==> src/rtl/parity_pkg.sv <==
`default_nettype none
// ============================================================================
// Module      : parity_pkg
// Description : Shared types and constants for the parity_stream block:
//               FSM state encoding and parity-mode selector values.
// Revision    : 1.0 - initial release
// ============================================================================
package parity_pkg;

    // Two-state packet FSM: accumulate beats, then hold the result.
    typedef enum logic [0:0] {
        ACC  = 1'b0,
        HOLD = 1'b1
    } state_t;

    // Values for the ODD parameter of parity_stream.
    localparam int PARITY_EVEN = 0;
    localparam int PARITY_ODD  = 1;

endpackage : parity_pkg
`default_nettype wire

==> src/rtl/parity_reduce.sv <==
`default_nettype none
// ============================================================================
// Module      : parity_reduce
// Description : Combinational XOR reduction of one WIDTH-bit data word.
// Revision    : 1.0 - initial release
// ============================================================================
module parity_reduce #(
    parameter int WIDTH = 4
) (
    input  logic [WIDTH-1:0] data_i,
    output logic             parity_o
);

    logic [WIDTH-1:0] w_chain;

    // Ripple XOR chain; bit k holds the parity of data_i[k:0].
    assign w_chain[0] = data_i[0];

    generate
        for (genvar k = 1; k < WIDTH; k++) begin : g_xor
            assign w_chain[k] = w_chain[k-1] ^ data_i[k];
        end
    endgenerate

    assign parity_o = w_chain[WIDTH-1];

endmodule : parity_reduce
`default_nettype wire

==> src/rtl/parity_stream.sv <==
`default_nettype none
// ============================================================================
// Module      : parity_stream
// Description : Accumulates parity over a ready/valid packet stream and
//               presents parity, saturating word count and an overflow flag
//               for each packet through a ready/valid result port.
//               Optional feature macro: PARITY_CHECK_EN (compares the
//               computed parity with parity_bit_in on the last beat).
// Revision    : 1.0 - initial release
// ============================================================================
module parity_stream
    import parity_pkg::*;
#(
    parameter int  WIDTH     = 4,
    parameter int  ODD       = 0,
    parameter int  MAX_WORDS = 16,
    localparam int CW        = $clog2(MAX_WORDS + 1)
) (
    input  logic             clk,
    input  logic             rst_n,
    input  logic             in_valid,
    output logic             in_ready,
    input  logic [WIDTH-1:0] data_in,
    input  logic             in_last,
    input  logic             parity_bit_in,
    output logic             out_valid,
    input  logic             out_ready,
    output logic             parity_out,
    output logic [CW-1:0]    word_count,
    output logic             overflow,
    output logic             parity_err
);

    localparam logic [CW-1:0] C_MAX = CW'(MAX_WORDS);
    localparam logic          C_ODD = (ODD == PARITY_ODD);

    state_t          state_q, state_d;
    logic            acc_q, acc_d;
    logic [CW-1:0]   cnt_q, cnt_d;
    logic            ovf_q, ovf_d;
    logic            par_q, par_d;
    logic [CW-1:0]   wc_q, wc_d;
    logic            ovo_q, ovo_d;

    logic            w_beat_par;
    logic            w_acc_new;
    logic            w_at_max;
    logic [CW-1:0]   w_cnt_new;
    logic            w_ovf_new;
    logic            w_par_res;

    parity_reduce #(
        .WIDTH (WIDTH)
    ) u_reduce (
        .data_i   (data_in),
        .parity_o (w_beat_par)
    );

    // Values that the current beat would produce if accepted.
    assign w_acc_new = acc_q ^ w_beat_par;
    assign w_at_max  = (cnt_q == C_MAX);
    assign w_cnt_new = w_at_max ? cnt_q : cnt_q + CW'(1);
    assign w_ovf_new = ovf_q | w_at_max;
    assign w_par_res = w_acc_new ^ C_ODD;

    // Handshake outputs decode directly from the state register.
    assign in_ready   = (state_q == ACC);
    assign out_valid  = (state_q == HOLD);
    assign parity_out = par_q;
    assign word_count = wc_q;
    assign overflow   = ovo_q;

    // Next-state logic: accumulate in ACC, capture on last beat, release on handshake.
    always_comb begin
        state_d = state_q;
        acc_d   = acc_q;
        cnt_d   = cnt_q;
        ovf_d   = ovf_q;
        par_d   = par_q;
        wc_d    = wc_q;
        ovo_d   = ovo_q;
        case (state_q)
            ACC: begin
                if (in_valid) begin
                    acc_d = w_acc_new;
                    cnt_d = w_cnt_new;
                    ovf_d = w_ovf_new;
                    if (in_last) begin
                        par_d   = w_par_res;
                        wc_d    = w_cnt_new;
                        ovo_d   = w_ovf_new;
                        state_d = HOLD;
                    end
                end
            end
            HOLD: begin
                if (out_ready) begin
                    acc_d   = 1'b0;
                    cnt_d   = '0;
                    ovf_d   = 1'b0;
                    state_d = ACC;
                end
            end
            default: state_d = ACC;
        endcase
    end

    // State and result registers with asynchronous clear.
    always_ff @(posedge clk or negedge rst_n) begin
        if (!rst_n) begin
            state_q <= ACC;
            acc_q   <= 1'b0;
            cnt_q   <= '0;
            ovf_q   <= 1'b0;
            par_q   <= 1'b0;
            wc_q    <= '0;
            ovo_q   <= 1'b0;
        end else begin
            state_q <= state_d;
            acc_q   <= acc_d;
            cnt_q   <= cnt_d;
            ovf_q   <= ovf_d;
            par_q   <= par_d;
            wc_q    <= wc_d;
            ovo_q   <= ovo_d;
        end
    end

`ifdef PARITY_CHECK_EN
    logic perr_q, perr_d;

    // Mismatch flag captured alongside the other results on the last beat.
    always_comb begin
        perr_d = perr_q;
        if ((state_q == ACC) && in_valid && in_last) begin
            perr_d = (w_par_res != parity_bit_in);
        end
    end

    // Mismatch flag register.
    always_ff @(posedge clk or negedge rst_n) begin
        if (!rst_n) begin
            perr_q <= 1'b0;
        end else begin
            perr_q <= perr_d;
        end
    end

    assign parity_err = perr_q;
`else
    // Received parity has no function without the check feature.
    logic w_unused_pbit;
    assign w_unused_pbit = parity_bit_in;
    assign parity_err    = 1'b0;
`endif

endmodule : parity_stream
`default_nettype wire
==> config.mk <==
export PLATFORM = sky130hd
export DESIGN_NAME = parity_stream
export DESIGN_NICKNAME = d
export VERILOG_FILES = /design/src/rtl/parity_pkg.sv /design/src/rtl/parity_reduce.sv /design/src/rtl/parity_stream.sv
export SDC_FILE = /design/constraint.sdc
export NUM_CORES = 1
export LEC_CHECK = 0
export ABC_CLOCK_PERIOD_IN_PS = 1900
export CAP_MARGIN = 15
export CORE_ASPECT_RATIO = 0.9
export CORE_UTILIZATION = 45
export CTS_BUF_LIST = sky130_fd_sc_hd__clkbuf_2 sky130_fd_sc_hd__clkbuf_4 sky130_fd_sc_hd__clkbuf_8
export DETAILED_ROUTE_END_ITERATION = 10
export PLACE_DENSITY = 0.74
export SETUP_SLACK_MARGIN = 0.4
export SLEW_MARGIN = 10
export SYNTH_ARGS = -nofsm -noshare
export SYNTH_HDL_FRONTEND = slang
export SYNTH_HIERARCHICAL = 1
export SYNTH_SLANG_ARGS = --single-unit
==> constraint.sdc <==
create_clock -name clk -period 1.9 [get_ports clk]
set_clock_uncertainty 0.05 [all_clocks]
set_input_delay 0.285 -clock clk [delete_from_list [all_inputs] [get_ports clk]]
set_output_delay 0.285 -clock clk [all_outputs]
set_load 0.01 [all_outputs]
==> metrics.csv <==
metric;value;unit
outcome;completed;
cts_tree;yes;
syn_area_per_cell;10.0;sq um
drv_slew;0;
finalSetupViolCount;0;
top_layer;met4;
firstDrtPassIters;2;
yosys.area.top_type;dfrtp_1;
yosysUniqueCellTypes;29;
setup.worst_path.start_class;flip-flop;
multi_input_area;389;sq um
clk_path_buf_depth;2;
worstSetupPathType;flip-flop to flip-flop;
syn_inst;82;
fin_setup_tns;0;ps
dp_hpwl;1090;microns
internal_power;0.000739;W
pin_count;20;
wl_met1;687;microns
core-area;1700;sq um
yosysMostFrequentCell;dfrtp_1;
powerDensity;1100;nW/um^2
p_leak;0.460;nW
ir_drop;0.604;mV
synth_area;823;sq um
synth_area_leaders;dfrtp_1 (46%), nand2_1 (5.9%), xnor2_1 (5.3%), xor2_1 (5.3%), ha_1 (3.0%);
grt_pass1_wl;2500;microns
clk_latency;280;ps
end_kind;flip-flop;
crit_fanout;13;
ys_ff_latch;15;
rsz0062_at_grt;yes;
ff_latch_area;375;sq um
p_total;0.00114;W
viasPerCell;5.07;
path_clk_slew;90;ps
synthArstFlopShare;1.00;
fillerInstances;169;
die_x;47.1;microns
synth_edf_count;0;
pwr-share-comb;0.378;
grt-ovfl-total;0;
cts_hold_buf;0;
period_minus_slack;1470;ps
numCtsBuffers;3;
synthTopCellsByCount;dfrtp_1 (15), nand2_1 (13), xnor2_1 (5), xor2_1 (5);
clock_sinks;15;
yosysTopAreaCellShare;0.456;
initial_core_util;0.485;
fmax;680;MHz
hold_viol_final;0;
switchingPower;0.000397;W
synth-main-ff-cell;dfrtp_1;
track_usage;0.177;
grt_antenna_before_repair;0;
rows;14;
numPortBuffers;17;
grt_max_degree;16;
drc_errors;0;
route.met2.wl;747;microns
synthToLayoutAreaGrowth;25.4;%
syn-num-nets;94;
via_count;634;
wl;1500;microns
ant_nets;0;
grt_pass1_vias;576;
root_buffer;clkbuf_4;
die_h;42.6;microns
post_route_cells_drive_above_1_share;0.129;
hold_class;input port to asynchronous set/reset pin;
period_share;0.774;
worst_ep_arrival_time;1620;ps
h-tree-depth;1;
cp.required;2050;ps
nets;114;
gp_congestion;0.732;
drv_cap;0;
p_seq_frac;0.448;
pwr-share-clk;0.174;
synth_seq_area_share;0.456;
ff2ff_setup_slack;430;ps
post_drt_wl_per_cell;12.0;microns
wl_met3;58;microns
dieArea;2000;sq um
dr.first_iter.drc_count;3;
whs;251;ps
ys_warn_count;6;
switching_share;0.350;
antenna_cells;0;
[cells in the final DEF (no fill, tap or decap), types with 4 or more instances in the layout]
cell,count
buf_4,5
clkbuf_4,4
clkdlybuf4s50_1,8
dfrtp_1,15
dlygate4sd2_1,9
nand2_1,13
o21ai_0,4
o21ai_1,4
xnor2_1,5
xor2_1,5
[cells by family (layout without fill, tap and decap cells)]
kind of cell / Yosys count / count (layout) / synth area share
AOI/OAI and AO/OA: 18 / 18 / 0.137
xor gates and xnor gates: 10 / 10 / 0.106
adders and majority gates: 2 / 2 / 0.0304
buffers and inverters: 10 / 29 / 0.0775
DFF: 15 / 15 / 0.456
muxes: 2 / 2 / 0.0258
other: 1 / 1 / 0.00455
and+or+nand+nor: 24 / 24 / 0.163
[layer usage]
layer  GRT usage  vias to the layer above
li1            -                      317
met1       0.223                      300
met2       0.289                       15
met3      0.0388                        2
met4      0.0686                        0
met5           0                        -
[repair_timing]
item | in CTS | in global routing
gates resized for setup | 9 | 1
buffers inserted | 2 | 0
endpoints found under the setup margin | 10 | 4
cloned | 0 | 0
[power groups by stage]
stage | sequential [W] | clock (W) | combinational, W
6_report | 0.000509 | 0.000198 | 0.000430
5_1_grt | 0.000524 | 0.000221 | 0.000481
4_1_cts | 0.000510 | 0.000205 | 0.000427
3_5_place_dp | 0.000531 | 0 | 0.000431
3_3_place_gp | 0.000524 | 0 | 0.000423
2_1_floorplan | 0.000509 | 0 | 0.000293
[area by class of cell]
class                      instances  area share
clock buffer                       4      0.0291
inverter                           3      0.0109
multi-input combinational         57       0.377
sequential                        15       0.364
tap                               24      0.0291
timing repair buffer              22       0.190
[metrics by stage]
| stage | instance area [sq um] | setup slack [ps] | cells | util |
|---|---|---|---|---|
| after floorplan | 823 | 456 | 82 | - |
| after global placement | 993 | 207 | 119 | 0.585 |
| after detailed placement | 993 | 176 | 119 | 0.585 |
| after CTS | 1030 | 423 | 125 | 0.605 |
| after global routing | 1030 | 334 | 125 | 0.608 |
| final | 1030 | 430 | 125 | 0.608 |
[flip-flops by register name, indices dropped and copies added, names as in the netlist]
signal and count:
out_valid 1, acc_q 1, cnt_q 5, overflow 1, parity_out 1, word_count 5, ovf_q 1
[worst max-delay path: stages, from the launching register on]
cell and delay (ps):
dfrtp_1 400, buf_4 140, buf_4 170, nand3b_1 180, buf_4 210, o31ai_2 230
[worst paths after layout]
check,start,end,depth (start not counted)
setup / recovery,out_valid,word_count[2],5
hold / removal,rst_n,word_count[2],2
setup reg to reg,out_valid,word_count[2],5
hold reg to reg,word_count[0],word_count[0],2
max in group asynchronous,rst_n,cnt_q[0],2
min in group clk,word_count[0],word_count[0],2
(Power assumes the default switching activity.)
